==> src/rtl/shram_arbiter.sv <==
// Round-robin arbiter for three requesters sharing one single-port
// synchronous RAM; one 3-cycle access in flight at a time.
module shram_arbiter #(
  parameter int AW = 11,
  parameter int DW = 8
) (
  input  logic          iCLK,
  input  logic          iRSTn,
  input  logic          iREQ0,
  input  logic          iREQ1,
  input  logic          iREQ2,
  input  logic          iWE0,
  input  logic          iWE1,
  input  logic          iWE2,
  input  logic [AW-1:0] iADR0,
  input  logic [AW-1:0] iADR1,
  input  logic [AW-1:0] iADR2,
  input  logic [DW-1:0] iWDT0,
  input  logic [DW-1:0] iWDT1,
  input  logic [DW-1:0] iWDT2,
  output logic          oACK0,
  output logic          oACK1,
  output logic          oACK2,
  output logic [DW-1:0] oRDT0,
  output logic [DW-1:0] oRDT1,
  output logic [DW-1:0] oRDT2,
  output logic [AW-1:0] oRAM_AD,
  output logic          oRAM_WE,
  output logic [DW-1:0] oRAM_WD,
  input  logic [DW-1:0] iRAM_RD,
  output logic          oBUSY
);

  typedef enum logic [1:0] {
    IDLE,
    ACCESS,
    CAPTURE
  } state_t;

  state_t                 state_q;
  logic [1:0]             gnt_q;
  logic [1:0]             last_q;
  logic [2:0]             ack_q;
  logic                   wr_q;
  logic [2:0][DW-1:0]     rdt_q;
  logic [AW-1:0]          ad_q;
  logic [DW-1:0]          wd_q;
  logic                   we_q;

  logic [2:0]             elig;
  logic [1:0]             gnt_d;
  logic [AW-1:0]          adr_sel;
  logic [DW-1:0]          wdt_sel;
  logic                   we_sel;

  // A requester is masked in the cycle its ack is visible
  assign elig = {iREQ2, iREQ1, iREQ0} & ~ack_q;

  always_comb begin
    gnt_d = 2'd0;
    case (last_q)
      2'd0: gnt_d = elig[1] ? 2'd1 : (elig[2] ? 2'd2 : 2'd0);
      2'd1: gnt_d = elig[2] ? 2'd2 : (elig[0] ? 2'd0 : 2'd1);
      default: gnt_d = elig[0] ? 2'd0 : (elig[1] ? 2'd1 : 2'd2);
    endcase
  end

  always_comb begin
    adr_sel = iADR0;
    wdt_sel = iWDT0;
    we_sel  = iWE0;
    case (gnt_d)
      2'd1: begin
        adr_sel = iADR1;
        wdt_sel = iWDT1;
        we_sel  = iWE1;
      end
      2'd2: begin
        adr_sel = iADR2;
        wdt_sel = iWDT2;
        we_sel  = iWE2;
      end
      default: ;
    endcase
  end

  always_ff @(posedge iCLK) begin
    if (!iRSTn) begin
      state_q <= IDLE;
      gnt_q   <= 2'd0;
      last_q  <= 2'd2;
      ack_q   <= '0;
      wr_q    <= 1'b0;
      rdt_q   <= '0;
      ad_q    <= '0;
      wd_q    <= '0;
      we_q    <= 1'b0;
    end else begin
      ack_q <= '0;
      unique case (state_q)
        IDLE: begin
          if (|elig) begin
            gnt_q   <= gnt_d;
            last_q  <= gnt_d;
            ad_q    <= adr_sel;
            wd_q    <= wdt_sel;
            we_q    <= we_sel;
            wr_q    <= we_sel;
            state_q <= ACCESS;
          end
        end
        ACCESS: begin
          we_q    <= 1'b0;
          state_q <= CAPTURE;
        end
        CAPTURE: begin
          ack_q[gnt_q] <= 1'b1;
          if (!wr_q) rdt_q[gnt_q] <= iRAM_RD;
          state_q <= IDLE;
        end
        default: state_q <= IDLE;
      endcase
    end
  end

  assign oACK0   = ack_q[0];
  assign oACK1   = ack_q[1];
  assign oACK2   = ack_q[2];
  assign oRDT0   = rdt_q[0];
  assign oRDT1   = rdt_q[1];
  assign oRDT2   = rdt_q[2];
  assign oRAM_AD = ad_q;
  assign oRAM_WE = we_q;
  assign oRAM_WD = wd_q;
  assign oBUSY   = (state_q != IDLE);

endmodule

==> config.mk <==
export PLATFORM = sky130hd
export DESIGN_NAME = shram_arbiter
export DESIGN_NICKNAME = d
export VERILOG_FILES = /design/src/rtl/shram_arbiter.sv
export SDC_FILE = /design/constraint.sdc
export NUM_CORES = 1
export LEC_CHECK = 0
export CORE_AREA = 2 2 87 89
export CTS_CLUSTER_DIAMETER = 40
export DETAILED_ROUTE_END_ITERATION = 6
export DIE_AREA = 0 0 89 91
export GPL_ROUTABILITY_DRIVEN = 0
export PLACE_DENSITY = 0.77
export SYNTH_ARGS = -nofsm -noshare
export SYNTH_HDL_FRONTEND = slang
export SYNTH_SLANG_ARGS = --single-unit
==> constraint.sdc <==
create_clock -name iCLK -period 2 [get_ports iCLK]
set_input_delay 0.4 -clock iCLK [delete_from_list [all_inputs] [get_ports iCLK]]
set_output_delay 0.4 -clock iCLK [all_outputs]
set_load 0.05 [all_outputs]
### Word-level counts from Yosys, hierarchy flattened

Cells that the tools add are included.

| word-level totals | value |
|---|---|
| output and inout port bits | 48 |
| flip-flop bits (word level) | 54 |
| bits of input ports | 73 |

| cells by class | value |
|---|---|
| bitwise gates (word level) | 3 |
| magnitude comparators | 2 |
| reduce and logical (&&, ||, !) cells | 10 |
| eq/ne operators | 6 |
| muxes and demuxes | 19 |

Operators with widths:

| operator | count |
|---|---|
| $bwmux W24 | 1 |
| $pmux W11 S2 | 1 |
| $demux W8 S2 | 1 |
| $pmux W8 S2 | 1 |
| $mux W2 | 6 |
| $mux W8 | 1 |
| $pmux W2 S2 | 2 |
| $reduce_and A2 Y1 | 4 |
| $eq A2 B1 Y1 const B | 3 |
| $eq A2 B2 Y1 const B | 2 |
| $logic_not A2 Y1 | 2 |
| $pmux W1 S2 | 2 |
| $reduce_bool A2 Y1 | 2 |
| $and A3 B3 Y3 | 1 |
| $lt A2 B3 Y1 const B | 1 |
| $mux W1 | 3 |
| $not A3 Y3 | 1 |
| $reduce_or A3 Y1 | 1 |
| $demux W1 S2 | 1 |
| $ge A2 B1 Y1 const B | 1 |
| $ne A2 B2 Y1 const B | 1 |
| $logic_and A1 B1 Y1 | 1 |
| $not A1 Y1 | 1 |

### Depth between registers and ports, before layout

| logic depth | value |
|---|---|
| depth after elaboration | 9 |
| depth in mapped cells | 8 |
| depth with buffers taken out | 7 |

### Worst setup path before layout

Ideal clock, no wire load.

| timing path | value |
|---|---|
| kind | flip-flop to flip-flop |
| from | register ack_q[2] |
| to | register we_q (netlist: oRAM_WE) |
| buffers on the path | 1 |
| arrival | 2.224 ns |
| slack | -0.350 ns |
| stages on the path, launching flop included | 9 |
| setup time | 0.126 ns |
| path through | dfxtp_1 > and2b_4 > o31a_1 > o21ai_0 > ha_1 > clkbuf_1 > a221o_1 > nand3_1 > o22ai_1 |

| on the way | value |
|---|---|
| elaborated cells on any way between the ends | 14 |

RTL lines:

| item | line | RTL |
|---|---|---|
| start, declared | 43 | `logic [2:0] ack_q;` |
| start signal, assigned | 92 | `ack_q <= '0;` |
| start signal, assigned | 99 | `ack_q <= '0;` |
| start signal, assigned by index | 117 | `ack_q[gnt_q] <= 1'b1;` |
| $not A3 Y3 (*) | 57 | `assign elig = {iREQ2, iREQ1, iREQ0} & ~ack_q;` |
| $and A3 B3 Y3 (*) | 57 |  |
| $mux W2 (*) | 63 | `2'd1: gnt_d = elig[2] ? 2'd2 : (elig[0] ? 2'd0 : 2'd1);` |
| $pmux W2 S2 (*) | 61 | `case (last_q)` |
| via gnt_d[0] | 51 | `logic [1:0] gnt_d;` |
| $eq A2 B2 Y1 or $eq A2 B1 Y1 (tied branches) | 72 | `case (gnt_d)` |
| $pmux W1 S2 (*) | 72 |  |
| $mux W1 (*) | 102 | `if (\|elig) begin` |
| $pmux W1 S2 (*) | 100 | `unique case (state_q)` |
| end signal, assigned | 107 | `we_q <= we_sel;` |
| end, declared | 48 | `logic we_q;` |

The timed path passes the listed nets; every way through them passes the cells marked *. The select of a mux whose other input is x is not followed.
A chain may end at the register's enable or synchronous reset.

### Final worst setup path

| timing path | value |
|---|---|
| from | register ack_q[1] |
| to | register we_q (netlist: oRAM_WE) |

| on the way | value |
|---|---|
| longest elaborated chain between the ends | 9 |
| elaborated cells on any way between the ends | 14 |

RTL lines:

| item | line | RTL |
|---|---|---|
| $not A3 Y3 (*) | 57 |  |
| $and A3 B3 Y3 (*) | 57 |  |
| $mux W2 (2 in series) | 64 | `default: gnt_d = elig[0] ? 2'd0 : (elig[1] ? 2'd1 : 2'd2);` |
| $pmux W2 S2 (*) | 61 |  |
| via gnt_d[0] | 51 |  |
| $eq A2 B2 Y1 or $eq A2 B1 Y1 (tied branches) | 72 |  |
| $pmux W1 S2 (*) | 72 |  |
| $mux W1 (*) | 102 |  |
| $pmux W1 S2 (*) | 100 |  |

Marked as above.

==> flow_summary_export.csv <==
group,metric,value,unit
clock_network,clock_tree_from_tritoncts,"done",
setup_path,timing.reg2reg.worst_path_depth,9,
place,dp_worst_setup_slack,-0.591,ns
setup_path,worst_ep_required_time,2.18,ns
clock_network,cts.sinks,53,
global_route,grt-ovfl-total,0,
power_and_ir_drop,power.leakage,0.00175,uW
routing,vias,2650,
clock_network,post_cts_hold_buffer_count,0,
timing,worst_pin_slew,0.550,ns
yosys,synthesis.area,2600,sq um
timing,finalSetupViolCount,21,
global_route,total_grt_usage,0.194,
timing,hold_viol,0,
timing,post-route-period-util,1.08,
worst_hold_path,worst_hold_path.num_cells,3,
setup_path,cp_slowest_stage_delay,0.40,ns
routing,drtPass1Iterations,4,
die,initial_core_util,0.365,
routing,initialDrtViolationCount,65,
outcome,run_status,"complete, but fails checks",
die,die_area,8100,sq um
place,place.port_buffers,120,
global_route,antenna_violations_before_repair,0,
timing,layout_setup_ws,-0.162,ns
finish,antenna_cells,0,
timing,drv_slew,0,
yosys,avgSynthCellArea,9.10,sq um
yosys,post_synth_edffs,0,
finish,post_route_cells_drive_above_1_share,0.149,
global_route,grt_max_degree,32,
routing,antenna_left,0,
yosys,synth_seq_cells,53,
clock_network,cts-root-buf,"sky130_fd_sc_hd__clkbuf_8",
routing,detailed_route_drc_error_count,0,
yosys,netlist-cell-type-count,41,
clock_network,clkLatencyLatePin,0.29,ns
timing,maxClockFrequency,462,MHz
power_and_ir_drop,ir_drop,344,uV
yosys,mappedNetlistNets,361,
timing,hold-worst-slack,0.446,ns
die,design.core.area,7140,sq um
die,die_h,91,microns
timing,relSlewSlack,0.632,
setup_path,cp_num_cells,9,
timing,period_minus_slack,2.16,ns
setup_path,setup.worst_path.class,"reg2reg",
yosys,synth.yosys.warnings,0,
clock_network,ctsLongestPathBuffers,2,
finish,postLayoutCoreUtil,0.619,
die,rows,31,
yosys,synth_top_cell_by_area,"sky130_fd_sc_hd__dfxtp_1",
finish,postLayoutCellArea,4410,sq um
timing,clock-skew-final,0.00570,ns
yosys,netlist.area_leader.share,0.408,
setup_path,path_delay_family,"compound AO/OA/AOI/OAI gates",
timing,rsz0062_at_grt,"yes",
power_and_ir_drop,power.density,818,nW/um^2
yosys,yosysSeqAreaShare,0.408,
clock_network,cts-htree-levels,2,
setup_path,worst-path-max-fanout,5,
global_route,grt_pass1_wl,12500,microns
finish,fin_nets,503,
global_route,first_global_vias,2613,
setup_path,cp.arrival,2.34,ns
setup_path,critical_path.slowest_cell,"sky130_fd_sc_hd__or3b_4",
setup_path,ff2ff_setup_slack,-0.16,ns
routing,avgViaCountPerCell,5.02,
run,cap_viol_max_count,0,
place,post_dp_area,4030,sq um
setup_path,path_cells,"or3b_4 > o31a_1 > buf_4 > o21ai_4 > ha_4 > buf_12 > a221o_1 > nand3_2 > o22ai_1",
yosys,ys.flop_type,"sky130_fd_sc_hd__dfxtp_1",
yosys,synthesis.instances,286,
die,number_of_top_level_design_ports,121,
yosys,synth-async-reset-ratio,0,
clock_network,cts-buffers-inserted,5,
die,fp.dieW,89,microns
worst_hold_path,holdCritPathClass,"in2reg",
finish,synthToLayoutAreaGrowth,69.6,%
routing,detail_route.wl_per_cell,14.8,microns
clock_network,cts.reportedPaths.clkPinSlew,0.09,ns
setup_path,endpoint_kind,"flop",
place,dp_hpwl,5370,microns
yosys,yosys-top-cells-area,"sky130_fd_sc_hd__dfxtp_1 (41%), sky130_fd_sc_hd__mux2i_1 (14%), sky130_fd_sc_hd__a221o_1 (7.7%), sky130_fd_sc_hd__nand2_1 (6.5%), sky130_fd_sc_hd__nand2b_1 (5.8%)",
outcome,failed_checks,"setup timing",
setup_path,critical_path.n_buffers_inverters,2,
routing,totalWireLength,7820,microns
setup_path,worstSetupStartpointType,"flop",
==> routing by layer <==
metal,up-vias,share of wire,track usage
met2,104,0.48,0.330
met5,-,0,0
li1,1309,-,-
met3,10,0.077,0.0500
met1,1227,0.43,0.239
met4,0,0.013,0.0535
==> worst paths after layout <==
| check | from | to |
|---|---|---|
| min | iRSTn | wr_q$_SDFFE_PN0P_ |
| max | ack_q[1]$_SDFF_PN0_ | oRAM_WE$_SDFFE_PN0P_ |
| max reg2reg | ack_q[1]$_SDFF_PN0_ | oRAM_WE$_SDFFE_PN0P_ |
| min reg2reg | oRDT0[2]$_SDFFE_PN0P_ | oRDT0[2]$_SDFFE_PN0P_ |
==> tightest hold or removal path, cell delays in order <==
cell and delay, ns:
sky130_fd_sc_hd__buf_2 0.16, sky130_fd_sc_hd__nand3_2 0.08, sky130_fd_sc_hd__mux2i_1 0.06
==> cells in the final DEF (no fill, tap or decap), drive strengths merged, types with 2 or more instances in the layout <==
cell type,count
clkdlybuf4s50,115
dfxtp,53
nand2,45
buf,38
mux2i,36
nand3,31
nand2b,24
a221o,20
o21ai,10
a21oi,8
clkbuf,7
inv,4
and3,3
dlygate4sd2,3
clkinv,3
nor2,3
and2b,2
o31a,2
o21a,2
ha,2
nor3b,2
==> power by group <==
part,switching (uW),internal (uW)
clock,335,372
sequential,66.1,1160
combinational,852,824
total,1250,2360
==> Yosys cell counts, types with 2 or more instances <==
library cell / n
sky130_fd_sc_hd__dfxtp_1: 53
sky130_fd_sc_hd__nand3_1: 30
sky130_fd_sc_hd__buf_2: 2
sky130_fd_sc_hd__buf_6: 3
sky130_fd_sc_hd__a221o_1: 20
sky130_fd_sc_hd__nand2_1: 45
sky130_fd_sc_hd__inv_1: 4
sky130_fd_sc_hd__clkinv_1: 2
sky130_fd_sc_hd__o21a_1: 2
sky130_fd_sc_hd__a21oi_1: 8
sky130_fd_sc_hd__nor2_1: 2
sky130_fd_sc_hd__o21ai_0: 10
sky130_fd_sc_hd__nand2b_1: 24
sky130_fd_sc_hd__o31a_1: 2
sky130_fd_sc_hd__mux2i_1: 36
sky130_fd_sc_hd__ha_1: 2
sky130_fd_sc_hd__and2b_4: 2
sky130_fd_sc_hd__clkbuf_1: 14
sky130_fd_sc_hd__and3_1: 3
==> sequential cells by signal, indices dropped and copies added, names as in the netlist <==
name	flops
ack_q	3
gnt_q	2
last_q	1
oRAM_AD	11
oRAM_WD	8
oRAM_WE	1
oRDT0	8
oRDT1	8
oRDT2	8
state_q	2
wr_q	1
==> cell type report <==
class | instances | area (sq um)
Inverter | 6 | 22.5
Multi-Input combinational cell | 205 | 1470
Fill cell | 639 | 2720
Tap cell | 99 | 124
Clock buffer | 6 | 72.6
Clock inverter | 2 | 35.0
Timing Repair Buffer | 157 | 1620
Sequential cell | 53 | 1070
==> per-stage QoR <==
step	std cells	power [uW]	TNS, ns
2_1_floorplan	286	2130	-0.0569
3_3_place_gp	504	2610	-10.85
3_5_place_dp	504	2630	-11.58
4_1_cts	523	3570	-3.39
5_1_grt	528	3790	-4.63
6_report	528	3610	-2.76
==> kinds of logic (layout without fill, tap and decap cells) <==
family	Yosys count	after routing	share of synthesized area
multiplexers	36	36	0.138
AND/OR/NAND/NOR	117	117	0.234
flip-flops	53	53	0.408
buffers and inverters	28	171	0.0519
AO/OA/AOI/OAI	50	50	0.159
adder cells (fa/ha/maj)	2	2	0.00961
==> what timing repair did <==
item                                    4_1_cts  5_1_grt
endpoints found under the setup margin       21       21
cloned                                        4        1
resized for setup                            16        2
pin swaps                                    18       17
buffers inserted                              7        4
No activity file was read; power rests on OpenSTA's default activity.
